## src/rtl/dot_product_ctrl_if.sv

```systemverilog
// Bus bundle for dot_product_ctrl: operand stream in, multiplier handshake, group result out.
// The slave modport is the controller; the master modport is its environment.
interface dot_product_ctrl_if #(
    parameter int unsigned nb = 16,
    parameter int unsigned GB = 4
);
    localparam int unsigned ACCW = 2 * nb + GB;

    logic              in_valid;
    logic              in_ready;
    logic [nb-1:0]     in_a;
    logic [nb-1:0]     in_b;
    logic              in_last;

    logic              mul_start;
    logic [nb-1:0]     mul_A;
    logic [nb-1:0]     mul_B;
    logic [2*nb-1:0]   mul_Product;
    logic              mul_ready;

    logic              out_valid;
    logic              out_ready;
    logic [ACCW-1:0]   out_sum;
    logic              out_ovf;

    modport master (
        output in_valid, in_a, in_b, in_last, mul_Product, mul_ready, out_ready,
        input  in_ready, mul_start, mul_A, mul_B, out_valid, out_sum, out_ovf
    );

    modport slave (
        input  in_valid, in_a, in_b, in_last, mul_Product, mul_ready, out_ready,
        output in_ready, mul_start, mul_A, mul_B, out_valid, out_sum, out_ovf
    );
endinterface

```

## src/rtl/dot_product_ctrl.sv

```systemverilog
// Dot-product sequencer: buffers signed operand pairs, drives an external multiplier
// one pair at a time and accumulates products until a pair flagged last closes the group.
module dot_product_ctrl #(
    parameter int unsigned nb    = 16,
    parameter int unsigned DEPTH = 4,
    parameter int unsigned GB    = 4
) (
    input  logic                clk,
    input  logic                rst,
    dot_product_ctrl_if.slave   bus,
    output logic                busy
);
    localparam int unsigned ACCW = 2 * nb + GB;
    localparam int unsigned PW   = 2 * nb;
    localparam int unsigned PTRW = (DEPTH > 1) ? $clog2(DEPTH) : 1;
    localparam int unsigned CNTW = PTRW + 1;

    typedef enum logic [2:0] {
        S_IDLE,
        S_ISSUE,
        S_WAIT,
        S_ACC,
        S_OUT
    } state_t;

    typedef struct packed {
        logic          last;
        logic [nb-1:0] a;
        logic [nb-1:0] b;
    } entry_t;

    entry_t            mem_q [DEPTH];
    logic [PTRW-1:0]   wr_ptr_q, wr_ptr_d;
    logic [PTRW-1:0]   rd_ptr_q, rd_ptr_d;
    logic [CNTW-1:0]   count_q, count_d;
    state_t            state_q, state_d;
    logic              armed_q, armed_d;
    logic              last_q, last_d;
    logic [ACCW-1:0]   acc_q, acc_d;
    logic              ovf_q, ovf_d;
    logic              mul_start_q, mul_start_d;
    logic [nb-1:0]     mul_a_q, mul_a_d;
    logic [nb-1:0]     mul_b_q, mul_b_d;
    logic              out_valid_q, out_valid_d;
    logic              busy_q, busy_d;

    logic              fifo_full;
    logic              fifo_empty;
    logic              push;
    logic              pop;
    entry_t            head;
    logic [ACCW-1:0]   prod_ext;
    logic [ACCW-1:0]   sum;

    assign fifo_full  = (count_q == CNTW'(DEPTH));
    assign fifo_empty = (count_q == '0);
    assign push       = bus.in_valid && !fifo_full;
    assign pop        = (state_q == S_ISSUE);
    assign head       = mem_q[rd_ptr_q];
    assign prod_ext   = {{GB{bus.mul_Product[PW-1]}}, bus.mul_Product};
    assign sum        = acc_q + prod_ext;

    // Operand storage; occupancy is tracked by the reset pointers, so no reset here.
    always_ff @(posedge clk) begin
        if (push) begin
            mem_q[wr_ptr_q] <= entry_t'{last: bus.in_last, a: bus.in_a, b: bus.in_b};
        end
    end

    always_comb begin
        state_d  = state_q;
        armed_d  = (state_q == S_WAIT);
        last_d   = last_q;
        acc_d    = acc_q;
        ovf_d    = ovf_q;
        mul_a_d  = mul_a_q;
        mul_b_d  = mul_b_q;
        wr_ptr_d = wr_ptr_q + PTRW'(push);
        rd_ptr_d = rd_ptr_q + PTRW'(pop);
        count_d  = count_q + CNTW'(push) - CNTW'(pop);

        case (state_q)
            S_IDLE: begin
                // Head is captured on entry so the operands are already stable during ISSUE.
                if (!fifo_empty) begin
                    state_d = S_ISSUE;
                    mul_a_d = head.a;
                    mul_b_d = head.b;
                    last_d  = head.last;
                end
            end
            S_ISSUE: state_d = S_WAIT;
            S_WAIT: begin
                // armed_q is low in the first WAIT cycle, masking a ready left over from before.
                if (armed_q && bus.mul_ready) begin
                    state_d = S_ACC;
                end
            end
            S_ACC: begin
                acc_d = sum;
                if ((acc_q[ACCW-1] == prod_ext[ACCW-1]) && (sum[ACCW-1] != acc_q[ACCW-1])) begin
                    ovf_d = 1'b1;
                end
                state_d = last_q ? S_OUT : S_IDLE;
            end
            S_OUT: begin
                if (bus.out_ready) begin
                    acc_d   = '0;
                    ovf_d   = 1'b0;
                    state_d = S_IDLE;
                end
            end
            default: state_d = S_IDLE;
        endcase

        mul_start_d = (state_d == S_ISSUE);
        out_valid_d = (state_d == S_OUT);
        busy_d      = (state_d != S_IDLE);
    end

    always_ff @(posedge clk or posedge rst) begin
        if (rst) begin
            state_q     <= S_IDLE;
            wr_ptr_q    <= '0;
            rd_ptr_q    <= '0;
            count_q     <= '0;
            armed_q     <= 1'b0;
            last_q      <= 1'b0;
            acc_q       <= '0;
            ovf_q       <= 1'b0;
            mul_start_q <= 1'b0;
            mul_a_q     <= '0;
            mul_b_q     <= '0;
            out_valid_q <= 1'b0;
            busy_q      <= 1'b0;
        end else begin
            state_q     <= state_d;
            wr_ptr_q    <= wr_ptr_d;
            rd_ptr_q    <= rd_ptr_d;
            count_q     <= count_d;
            armed_q     <= armed_d;
            last_q      <= last_d;
            acc_q       <= acc_d;
            ovf_q       <= ovf_d;
            mul_start_q <= mul_start_d;
            mul_a_q     <= mul_a_d;
            mul_b_q     <= mul_b_d;
            out_valid_q <= out_valid_d;
            busy_q      <= busy_d;
        end
    end

    assign bus.in_ready  = !fifo_full;
    assign bus.mul_start = mul_start_q;
    assign bus.mul_A     = mul_a_q;
    assign bus.mul_B     = mul_b_q;
    assign bus.out_valid = out_valid_q;
    assign bus.out_sum   = acc_q;
    assign bus.out_ovf   = ovf_q;
    assign busy          = busy_q;
endmodule

```

## src/flat_wrapper.sv

```systemverilog
// flat-port wrapper written by rule: the top's interface ports become plain ports
module dot_product_ctrl_flat 
#(
    parameter int unsigned nb    = 16,
    parameter int unsigned DEPTH = 4,
    parameter int unsigned GB    = 4
)
  (clk, rst, busy, bus_in_valid, bus_in_a, bus_in_b, bus_in_last, bus_mul_Product, bus_mul_ready, bus_out_ready, bus_in_ready, bus_mul_start, bus_mul_A, bus_mul_B, bus_out_valid, bus_out_sum, bus_out_ovf);
  dot_product_ctrl_if #(.nb(nb), .GB(GB)) bus_i ();
  input  logic clk;
  input  logic rst;
  output logic busy;
  input wire logic [$bits(bus_i.in_valid)-1:0] bus_in_valid;
  input wire logic [$bits(bus_i.in_a)-1:0] bus_in_a;
  input wire logic [$bits(bus_i.in_b)-1:0] bus_in_b;
  input wire logic [$bits(bus_i.in_last)-1:0] bus_in_last;
  input wire logic [$bits(bus_i.mul_Product)-1:0] bus_mul_Product;
  input wire logic [$bits(bus_i.mul_ready)-1:0] bus_mul_ready;
  input wire logic [$bits(bus_i.out_ready)-1:0] bus_out_ready;
  output wire logic [$bits(bus_i.in_ready)-1:0] bus_in_ready;
  output wire logic [$bits(bus_i.mul_start)-1:0] bus_mul_start;
  output wire logic [$bits(bus_i.mul_A)-1:0] bus_mul_A;
  output wire logic [$bits(bus_i.mul_B)-1:0] bus_mul_B;
  output wire logic [$bits(bus_i.out_valid)-1:0] bus_out_valid;
  output wire logic [$bits(bus_i.out_sum)-1:0] bus_out_sum;
  output wire logic [$bits(bus_i.out_ovf)-1:0] bus_out_ovf;
  assign bus_i.in_valid = bus_in_valid;
  assign bus_i.in_a = bus_in_a;
  assign bus_i.in_b = bus_in_b;
  assign bus_i.in_last = bus_in_last;
  assign bus_i.mul_Product = bus_mul_Product;
  assign bus_i.mul_ready = bus_mul_ready;
  assign bus_i.out_ready = bus_out_ready;
  assign bus_in_ready = bus_i.in_ready;
  assign bus_mul_start = bus_i.mul_start;
  assign bus_mul_A = bus_i.mul_A;
  assign bus_mul_B = bus_i.mul_B;
  assign bus_out_valid = bus_i.out_valid;
  assign bus_out_sum = bus_i.out_sum;
  assign bus_out_ovf = bus_i.out_ovf;
  dot_product_ctrl #(.nb(nb), .DEPTH(DEPTH), .GB(GB)) u_core (.clk(clk), .rst(rst), .bus(bus_i), .busy(busy));
endmodule
```

## config.mk

```make
export PLATFORM = sky130hd
export DESIGN_NAME = dot_product_ctrl_flat
export DESIGN_NICKNAME = d
export VERILOG_FILES = /design/src/rtl/dot_product_ctrl_if.sv /design/src/rtl/dot_product_ctrl.sv /design/src/flat_wrapper.sv
export SDC_FILE = /design/constraint.sdc
export NUM_CORES = 1
export LEC_CHECK = 0
export CORE_MARGIN = 8
export CORE_UTILIZATION = 50
export CTS_CLUSTER_SIZE = 40
export DETAILED_ROUTE_END_ITERATION = 10
export HOLD_SLACK_MARGIN = 0.02
export PLACE_DENSITY_LB_ADDON = 0.08
export RECOVER_POWER = 50
export SLEW_MARGIN = 20
export SYNTH_ARGS = -nofsm -noshare
export SYNTH_HDL_FRONTEND = slang
export SYNTH_SLANG_ARGS = --single-unit
```

## constraint.sdc

```tcl
create_clock -name clk -period 8.2 [get_ports clk]
set_clock_uncertainty 0.05 [all_clocks]
set_input_delay 1.64 -clock clk [delete_from_list [all_inputs] [get_ports clk]]
set_output_delay 1.64 -clock clk [all_outputs]
set_load 0.03 [all_outputs]
```

[Word level (Yosys, flattened, before mapping)]
Memory sizes are Yosys's and may differ from the RTL's. A register that Yosys moved wholly into a read port is not among the register bits.
Index checks and enable logic that the tools add are counted.
Word-level totals
  bits in registers: 51
  RAM bits: 132
  input port bits: 70
  output and inout bits: 73
  memories kept: 1
Memory list
  u_core.mem_q: words 4, bits a word 33, read ports 1, clocked after memory_dff 1, wr ports 1, RTL line dot_product_ctrl.sv:32  | entry_t mem_q [DEPTH];
Operators by class
  add/sub/neg operators: 5
  equality and inequality tests: 11
  muxes and demuxes: 12
  bitwise operators: 1
  reduce and logical (&&, ||, !) cells: 11
Operator list (number)
  $pmux 36 s2: 1
  $add 36x36->36: 1
  $mux 36: 1
  $pmux 3 s5: 1
  $mux 3: 4
  $eq 3x3->1 const B: 3
  $eq 3x1->1 const B: 2
  $eq 3x2->1 const B: 2
  $logic_not 3->1: 2
  $add 2x1->2: 2
  $mux 1: 4
  $reduce_and 2->1: 2
  $add 3x1->3: 1
  $logic_and 1x1->1: 3
  $reduce_and 3->1: 1
  $reduce_bool 3->1: 1
  $sub 3x1->3: 1
  $ne 2x1->1 const B: 1
  $ne 2x2->1 const B: 1
  $pmux 1 s2: 1
  $reduce_bool 2->1: 1
  $eq 1x1->1: 1
  $logic_not 1->1: 1
  $ne 1x1->1: 1
  $not 1->1: 1

[Logic depth before layout (Yosys ltp)]
Gate-level depths: netlist (run 1).
  depth in word-level cells: 5
  gate-level depth with buffers: 10

[Worst setup path after synthesis (run 1)]
Ideal clock, no wire load.
  kind: input to register
  from: in bus_in_valid
  to: mem u_core.mem_q[1][0] (netlist bit) (enable)
  setup time: 0.471 ns
  arrival time: 4.202 ns
  path slack: 3.476 ns
  cell stages on the path: 2
  cells stage by stage: nand2_1 > nor3b_1
Between the ends
  cells in the longest elaborated chain, start to end: 3
Ends and longest elaborated chain
  start: declaration: RTL line flat_wrapper.sv:13  | input wire logic [$bits(bus_i.in_valid)-1:0] bus_in_valid;
  $logic_and 1x1->1: RTL line dot_product_ctrl.sv:57  | assign push = bus.in_valid && !fifo_full;
  $mux 1: RTL line dot_product_ctrl.sv:65  | if (push) begin
  $mux 1 (not written as such): RTL line dot_product_ctrl.sv:66  | mem_q[wr_ptr_q] <= entry_t'{last: bus.in_last, a: bus.in_a, b: bus.in_b};
  end: declaration: RTL line dot_product_ctrl.sv:32
Every way passes these cells.

[Worst setup path after layout (run 1)]
  from: in bus_mul_Product[0]
  to: reg u_core.acc_q[24] (netlist: u_core.bus.out_sum[24])
Between the ends
  cells in the longest elaborated chain, start to end: 2
Ends and longest elaborated chain
  start: declaration: RTL line flat_wrapper.sv:17  | input wire logic [$bits(bus_i.mul_Product)-1:0] bus_mul_Product;
  $add 36x36->36: RTL line dot_product_ctrl.sv:61  | assign sum = acc_q + prod_ext;
  $pmux 36 s2: RTL line dot_product_ctrl.sv:82  | case (state_q)
  end signal: assignment: RTL line dot_product_ctrl.sv:129  | acc_q <= '0;
  end signal: assignment: RTL line dot_product_ctrl.sv:143  | acc_q <= acc_d;
  end: declaration: RTL line dot_product_ctrl.sv:39  | logic [ACCW-1:0] acc_q, acc_d;
Every way passes these cells.
A chain may end at the register's enable or synchronous reset.

==> results of run 1 <==
placed cells by master, fill, tap and decap left out, types with 6 or more instances in the layout:
cell type and instances:
a21o_1 10, a21oi_1 34, a22o_1 6, and3_1 8
buf_4 6, clkbuf_1 10, clkbuf_16 24, clkdlybuf4s50_1 106
dfrtp_1 83, dlygate4sd3_1 36, edfxtp_1 132, ha_1 39
inv_1 13, mux2_2 31, mux4_2 33, nand2_1 59
nand3_1 9, nor2_1 24, nor3_1 11, o21ai_0 45
o21bai_1 7, or3_1 6, xnor2_1 16, xor2_1 15
cell usage after synthesis (4+ instances only):
master    number
and2_1         4
and3_1         9
nor3b_1        4
a21o_1        10
ha_1          39
xnor2_1       16
buf_1          4
nor3_1        11
nand2_1       59
or3_1          6
mux2_2        33
inv_1         14
nand3_1        9
edfxtp_1     132
a211oi_1       5
o21ai_0       45
or2_2          4
nor2_1        25
clkbuf_1      17
xor2_1        15
a21oi_1       34
mux4_2        33
dfrtp_1       84
o21bai_1       7
o31ai_1        5
a22o_1         6
registers in the layout, summed over array words and instances (netlist names):
signal,count
u_core.last_q,1
u_core.busy,1
u_core.armed_q,1
u_core.bus.out_ovf,1
u_core.rd_ptr_q,2
u_core.bus.mul_B,16
u_core.mem_q,132
u_core.wr_ptr_q,2
u_core.bus.out_sum,36
u_core.bus.mul_A,16
u_core.state_q,3
u_core.bus.mul_start,1
u_core.bus.out_valid,1
u_core.count_q,3
cells by family after synthesis:
logic type | share of synthesized area, %
xor+xnor | 2.77
simple gates | 7.32
flops | 61.9
fa+ha+maj | 5.38
buf+inv | 1.49
compound gates | 9.70
mux | 11.5
stage by stage:
stage               hold slack [ns]  util (%)
finish                        0.457      64.1
CTS                           0.455      64.3
global route                  0.469      64.1
floorplan                     0.409         -
detailed placement            0.442      60.0
global placement              0.434      59.8
routing by layer:
| metal | part of all wire, % | vias to the layer above | global-route usage (%) |
|---|---|---|---|
| met2 | 50 | 176 | 33.0 |
| met3 | 6.3 | 45 | 4.65 |
| li1 | - | 2950 | - |
| met5 | 0.13 | - | 0 |
| met1 | 42 | 3099 | 22.9 |
| met4 | 2.4 | 6 | 5.18 |
power groups by stage:
stage	Clock, mW	Combinational (mW)	Sequential (mW)
floorplan	0	1.30	2.02
global placement	0	2.36	1.71
detailed placement	0	2.41	1.73
CTS	1.12	2.42	1.71
global route	1.17	2.60	1.74
finish	1.11	2.38	1.71
how the worst max path moves through the flow:
stage,startpoint,endpoint,slack [ns],depth (start not counted)
floorplan,bus_in_valid,u_core.mem_q[1][0],3.48,2
global placement,bus_mul_Product[0],u_core.bus.out_sum[24],3.68,11
detailed placement,bus_mul_Product[0],u_core.bus.out_sum[24],3.63,11
CTS,bus_mul_Product[0],u_core.bus.out_sum[24],4.16,11
global route,bus_mul_Product[0],u_core.bus.out_sum[24],4.00,11
finish,bus_mul_Product[0],u_core.bus.out_sum[24],4.14,11
layout make-up:
cell class              instances  area share (%)
multi-input cells             433            29.0
repair buffers                153            12.2
inverters                      14           0.434
clock inverters                 8            1.08
clock buffers                  36            5.61
flip-flops and latches        216            48.9
well taps                     265            2.67
==> flow_summary.toml, run 1 <==
[run_status]
status = "finished with violations"
violations = "capacitance limit, slew limit"

[clock_network]
ctsHoldBuffers = 0
root_buffer = "clkbuf_16"
cts_setup_buffers = 0
clock_path_buffers = 3
cts_resized = 0
numCtsBuffers = 24
htreeDepth = 1
cts_tree = "done"
clk_pin_slew_ns = 0.06
cts.sinks = 216
clk_latency_ns = 0.53

[worst_setup_path]
arrival_ns = 4.43
cp.required_ns = 8.57
crit_slowest_cell = "fa_1"
reg2reg_slack_ns = 4.40
crit_chain = "clkdlybuf4s50_1 -> ha_1 -> fa_1 -> a21oi_1 -> o22ai_1 -> o21bai_1 -> a211oi_2 -> o31ai_1 -> a21oi_1 -> or3_1 -> a32o_1"
r2r-start = "u_core.rd_ptr_q[0]"
crit_buf_inv = 1
path_max_fanout = 4
r2r-end = "u_core.bus.mul_A[2]"
startpoint_type = "input port"
critPathTopFamily = "compound AO/OA/AOI/OAI gates"
endpoint_kind = "flop"
worst-r2r-cell-count = 3
crit_path_max_incr_delay_ns = 0.41
cp_common_cell = "a21oi_1"
crit_type = "in2reg"

[detailed_routing]
firstDrtPassIters = 4
via_per_inst = 5.58
wl_per_cell_microns = 20.2
drtIter0Drc = 289
routed_wl_microns = 22700
drc = 0
ant_nets = 0
vias = 6276

[power_and_ir_drop]
power.internal_mw = 3.24
power_frac_comb_pct = 45.9
p_sw_share_pct = 37.7
switchingPower_mw = 1.96
power_mw = 5.20
clkPwrFrac_pct = 21.3
vdd_drop_max_v = 0.000240
powerDensity_nw_per_um2 = 419
pwr-share-seq_pct = 32.8
power.leakage_nw = 4.73

[synthesis]
yosysTopAreaCellShare_pct = 40.4
syn_area_per_cell_sq_um = 14.3
yosysSeqAreaShare_pct = 61.9
yosys_warnings = 0
synth-seq-cells = 216
syn_nets = 798
synth_cell_types = 64
yosys.area.top_type = "edfxtp_1"
syn_area_sq_um = 9810
netlist_top_cells_area = "edfxtp_1 (40%), dfrtp_1 (21%), mux4_2 (7.6%)"
async_flop_share_pct = 38.9
synth_cells = 687
synth_edf_count = 132
synth-main-ff-cell = "edfxtp_1"

[cells_and_area]
fill_cells = 1476
register_area_sq_um = 6070
final_nets = 953
drive_gt1_share_pct = 14.8
final_area_sq_um = 12400
area_delta_synth_final_pct = 26.5
layoutNonFillerInstCount = 1125
n_antenna_cell = 0
multi_input_area_sq_um = 3600

[placement]
dpl-instance-area_sq_um = 11600
pre_cts_ws_ns = 3.63
gp_congestion = 0.911
io_buffer_count = 142
placed_cells = 1081
dpl.hpwl_microns = 15500

[hold_path]
hp-start = "u_core.bus.mul_A[8]"
holdPathEnd = "u_core.bus.mul_A[8]"
min_path_cells = 1
hold_path.class = "reg2reg"

[grt]
grt_pass1_wl_microns = 36500
gr-total-overflow = 0
grt_pass1_vias = 6817
grt_max_degree = 73
grtUsageTotal_pct = 18.9
antenna_found_initial = 3

[sta]
period_needed_ns = 4.06
relSlewSlack_pct = -104
final_max_slew_viol_count = 71
setup_slack_ns = 4.14
rsz0062_at_grt = "no"
fmax_ghz = 0.246
tightestPinTransition_ns = 3.06
min_period_over_period_pct = 49.5
setup_violations = 0
setup-tns-final_ns = 0
hold_viol_final = 0

[die]
ioPinCount = 143
dieArea_sq_um = 24300
core_sq_um = 19300
rows = 51
fp.dieH_microns = 156
die_width_microns = 156
initial_core_util_pct = 50.7

[run]
drv_cap = 2
Power figures use the tool's default switching activity.
==> inputs of run 2 (changes only) <==
- CORE_UTILIZATION: 50 -> 49
- clock period: 8.2 -> 3.7 ns (I/O delays scaled with it)
==> flow_summary.toml, run 2 (synthesis gave the netlist of run 1 again) <==
[detailed_routing]
routed_wl_microns = 22300
via_per_inst = 5.63
firstDrtPassIters = 4
drc = 0
ant_nets = 0
drtIter0Drc = 341
wl_per_cell_microns = 19.8
vias = 6338

[sta]
setup_violations = 0
hold_viol_final = 0
hold-worst-slack_ns = 0.454
min_period_over_period_pct = 88.3
period_needed_ns = 3.27
relSlewSlack_pct = -54.4
tightestPinTransition_ns = 2.32
fmax_ghz = 0.306
final_max_slew_viol_count = 122
rsz0062_at_grt = "no"

[worst_setup_path]
path_max_fanout = 4
crit_type = "in2reg"
worst-r2r-cell-count = 10
endpoint_kind = "flop"
crit_end = "u_core.bus.out_sum[24]"
reg2reg_slack_ns = 0.64
arrival_ns = 3.62
r2r-start = "u_core.bus.out_sum[0]"
cp.required_ns = 4.05
startpoint = "bus_mul_Product[0]"
startpoint_type = "input port"
r2r-end = "u_core.bus.out_sum[24]"

[run_status]
violations = "capacitance limit, slew limit"
status = "finished with violations"

[run]
drv_cap = 3

[cells_and_area]
drive_gt1_share_pct = 14.7
multi_input_area_sq_um = 3590
layoutNonFillerInstCount = 1126
register_area_sq_um = 6070
layout_common_cells = "edfxtp_1 (132), clkdlybuf4s50_1 (108), dfrtp_1 (83)"
area_delta_synth_final_pct = 25.7
final_nets = 954
fill_cells = 1500
final_common_cell = "edfxtp_1"
largest_reg_flops = 132
top_register = "u_core.mem_q"

[clock_network]
cts_tree = "done"
numCtsBuffers = 23
cts_resized = 0
cts_setup_buffers = 0
clock_path_buffers = 3
cts.sinks = 216
ctsHoldBuffers = 0
htreeDepth = 1
root_buffer = "clkbuf_16"
clk_pin_slew_ns = 0.06
clk_latency_ns = 0.52

[placement]
io_buffer_count = 142
dpl.hpwl_microns = 15200
placed_cells = 1083
gp_congestion = 0.920

[die]
core_sq_um = 19500
rows = 51
ioPinCount = 143
initial_core_util_pct = 50.2
fp.dieH_microns = 157
die_width_microns = 157
dieArea_sq_um = 24800

[power_and_ir_drop]
powerDensity_nw_per_um2 = 917
power.leakage_nw = 4.70
vdd_drop_max_v = 0.000504

[grt]
gr-total-overflow = 0
grt_max_degree = 85
grt_pass1_vias = 6720
antenna_found_initial = 2
grt_pass1_wl_microns = 35900
grtUsageTotal_pct = 18.4

[hold_path]
hp-start = "u_core.bus.mul_A[7]"
hold_path.class = "reg2reg"
[run 2: cell types whose count changed in the layout (fill, tap and decap cells not counted), sizes merged]
cell,delta
buf,+2
clkbuf,-6
clkdlybuf4s50,+2
clkinv,+5
diode,+1
dlygate4sd3,-2
inv,-1
[run 2: area by class of cell]
class	count	share of cell area, %
Antenna cell	1	0.0203
Clock buffer	30	4.96
Clock inverter	12	1.04
Inverter	14	0.436
Multi-Input combinational cell	433	29.1
Sequential cell	216	49.2
Tap cell	265	2.69
Timing Repair Buffer	155	12.5
[run 2: metal layers]
layer  vias to the layer above  wire length, microns  GRT usage (%)
li1                       2951                     -              -
met1                      3185                  9500           23.2
met2                       176                 11000           31.6
met3                        24                  1520           4.33
met4                         2                   279           3.94
met5                         -                    13              0
[run 2: where the power goes]
group / leakage, nW / switching, mW / internal, mW
combinational: 2.12 / 2.77 / 2.36
sequential: 2.23 / 0.569 / 3.36
clock: 0.359 / 0.935 / 1.32
[run 2: critical path: stages]
cell	delay, ns
clkdlybuf4s50_1	0.41
ha_1	0.24
fa_1	0.41
a21oi_1	0.20
o22ai_1	0.18
o21bai_1	0.26
a211oi_2	0.14
o31ai_1	0.34
a21oi_1	0.13
or3_1	0.31
a32o_1	0.25
[run 2: worst min-delay path by stage]
| stage | endpoint | cells past startpoint | slack (ns) |
|---|---|---|---|
| CTS | u_core.bus.mul_A[6] | 1 | 0.46 |
| floorplan | u_core.bus.out_valid | 2 | 0.41 |
| detailed placement | u_core.state_q[0] | 1 | 0.44 |
| global route | u_core.state_q[0] | 1 | 0.47 |
| global placement | u_core.state_q[0] | 1 | 0.43 |
| finish | u_core.bus.mul_A[7] | 1 | 0.45 |
[run 2: through the flow]
stage / setup slack [ns] / power [mW] / cell area [sq um] / TNS [ns] / util (%)
after CTS: 0.494 / 11.5 / 12400 / 0 / 63.4
after detailed placement: -0.0330 / 9.19 / 11600 / -0.0330 / 59.7
after floorplan: 0.0580 / 7.35 / 9810 / 0 / -
final: 0.432 / 11.3 / 12300 / 0 / 63.1
after global placement: 0.0666 / 9.07 / 11600 / 0 / 59.7
after global routing: 0.174 / 12.0 / 12300 / 0 / 63.1
==> inputs of run 3 (changes only) <==
- ABC_AREA: not set -> 1
- CORE_UTILIZATION: 49 -> 50
- CTS_CLUSTER_DIAMETER: not set -> 80
==> flow_summary.toml, run 3 <==
[cells_and_area]
area_delta_synth_final_pct = 20.4
register_area_sq_um = 6070
final_nets = 1435
n_antenna_cell = 0
layoutNonFillerInstCount = 1605
top_register = "u_core.mem_q"
drive_gt1_share_pct = 5.11
largest_reg_flops = 132
multi_input_area_sq_um = 4050
final_common_cell = "nand2_1"
layout_common_cells = "nand2_1 (274), nor2_1 (223), edfxtp_1 (132)"
fill_cells = 1840

[synthesis]
yosysTopAreaCellShare_pct = 37.0
synth_edf_count = 132
yosys.area.top_type = "edfxtp_1"
syn_nets = 1299
synth-seq-cells = 216
syn_area_per_cell_sq_um = 9.03
yosysSeqAreaShare_pct = 56.6
netlist_top_cells_area = "edfxtp_1 (37%), dfrtp_1 (20%), nand2_1 (9.6%)"
async_flop_share_pct = 38.9
synth_cells = 1188
synth_most_common_cell = "nand2_1"
synth-main-ff-cell = "edfxtp_1"
yosys_warnings = 0
syn_area_sq_um = 10700
synth_common_cells = "nand2_1 (274), nor2_1 (222), edfxtp_1 (132)"
synth_cell_types = 36

[clock_network]
cts_tree = "done"
clk_pin_slew_ns = 0.11
htreeDepth = 1
clk_latency_ns = 0.49
cts.sinks = 216
ctsHoldBuffers = 0
cts_setup_buffers = 0
clock_path_buffers = 3
numCtsBuffers = 13
root_buffer = "clkbuf_16"
cts_resized = 0

[power_and_ir_drop]
powerDensity_nw_per_um2 = 868
vdd_drop_max_v = 0.000674
power_mw = 11.2
power.leakage_nw = 5.52

[sta]
setup_violations = 0
tightestPinTransition_ns = 2.28
relSlewSlack_pct = -52.8
min_period_over_period_pct = 78.1
setup_slack_ns = 0.811
hold-worst-slack_ns = 0.464
rsz0062_at_grt = "no"
fmax_ghz = 0.346
hold_viol_final = 0
period_needed_ns = 2.89
setup-tns-final_ns = 0
final_max_slew_viol_count = 68

[worst_setup_path]
r2r-end = "u_core.bus.mul_B[6]"
reg2reg_slack_ns = 0.81
crit_type = "reg2reg"
cp.required_ns = 4.05
critPathTopFamily = "simple AND/OR/NAND/NOR gates"
startpoint_type = "flop"
crit_slowest_cell = "nor2_1"
endpoint_kind = "flop"
arrival_ns = 3.24
crit_chain = "nor2_1 -> inv_2 -> nor2_1 -> inv_1 -> nor2_1 -> buf_4 -> nor2_1 -> a31oi_1"
crit_path_max_incr_delay_ns = 1.14
crit_buf_inv = 3
worst-r2r-cell-count = 8
r2r-start = "u_core.state_q[1]"
path_max_fanout = 47
cp_common_cell = "nor2_1"

[placement]
dpl.hpwl_microns = 18600
gp_congestion = 0.983
io_buffer_count = 142
pre_cts_ws_ns = 0.594
placed_cells = 1584

[die]
dieArea_sq_um = 26400
core_sq_um = 21000
die_width_microns = 162
ioPinCount = 143
fp.dieH_microns = 162
rows = 53
initial_core_util_pct = 51.0

[hold_path]
hold_path.class = "reg2reg"
holdPathEnd = "u_core.armed_q"
min_path_cells = 1
hp-start = "u_core.state_q[0]"

[grt]
grtUsageTotal_pct = 20.1
grt_pass1_vias = 8223
gr-total-overflow = 0
grt_pass1_wl_microns = 42400
grt_max_degree = 68
antenna_found_initial = 4

[detailed_routing]
wl_per_cell_microns = 16.6
ant_nets = 0
routed_wl_microns = 26600
drc = 0
drtIter0Drc = 418
via_per_inst = 5.17
firstDrtPassIters = 4
vias = 8291

[run]
drv_cap = 2

[run_status]
violations = "capacitance limit, slew limit"
status = "finished with violations"
run 3: cell count changes after synthesis, sizes merged, moves of 37 or more:
cell   before  now
nand2      59  287
nor2       25  231
inv        14  115
o21ai      48   90
nand3      10   47
run 3: area by class of cell:
| class | instances | share of cell area (%) |
|---|---|---|
| sequential | 216 | 47.0 |
| clock buffer | 13 | 2.52 |
| timing repair buffer | 156 | 11.8 |
| clock inverter | 8 | 1.29 |
| inverter | 115 | 3.35 |
| multi-input combinational | 822 | 31.4 |
| tap | 275 | 2.67 |
run 3: kinds of logic after synthesis:
family,Yosys count,synth area share (%)
xor+xnor,9,0.735
compound gates,179,9.32
simple gates,593,22.8
fa+ha+maj,41,4.92
flops,216,56.6
buf+inv,150,5.66
run 3: per-layer routing:
layer	routed length (microns)	up-vias	global-route usage (%)
met1	10900	3854	23.0
li1	-	4190	-
met3	1450	44	3.79
met4	697	8	5.68
met5	52	-	0
met2	13500	195	37.3
run 3: worst max-delay path by stage:
stage	from	to	slack [ns]	cells past startpoint
floorplan	u_core.count_q[1]	u_core.mem_q[0][0]	0.04	4
global placement	bus_mul_Product[0]	u_core.bus.out_sum[26]	0.64	14
detailed placement	bus_mul_Product[0]	u_core.bus.out_sum[26]	0.59	14
CTS	bus_mul_Product[0]	u_core.bus.out_sum[26]	1.07	14
global route	u_core.state_q[1]	u_core.bus.mul_A[1]	0.46	8
finish	u_core.state_q[1]	u_core.bus.mul_B[6]	0.81	8
run 3: power breakdown:
part	internal (mW)	total [mW]	switching [mW]
sequential	3.35	3.77	0.426
clock	0.737	1.67	0.929
combinational	2.02	5.76	3.74
total	6.10	11.2	5.10
run 3: through the flow:
step	utilization [%]	instance area, sq um
4_1_cts	61.6	13000
2_1_floorplan	-	10700
3_3_place_gp	59.3	12500
6_report	61.4	12900
3_5_place_dp	59.3	12500
5_1_grt	61.4	12900
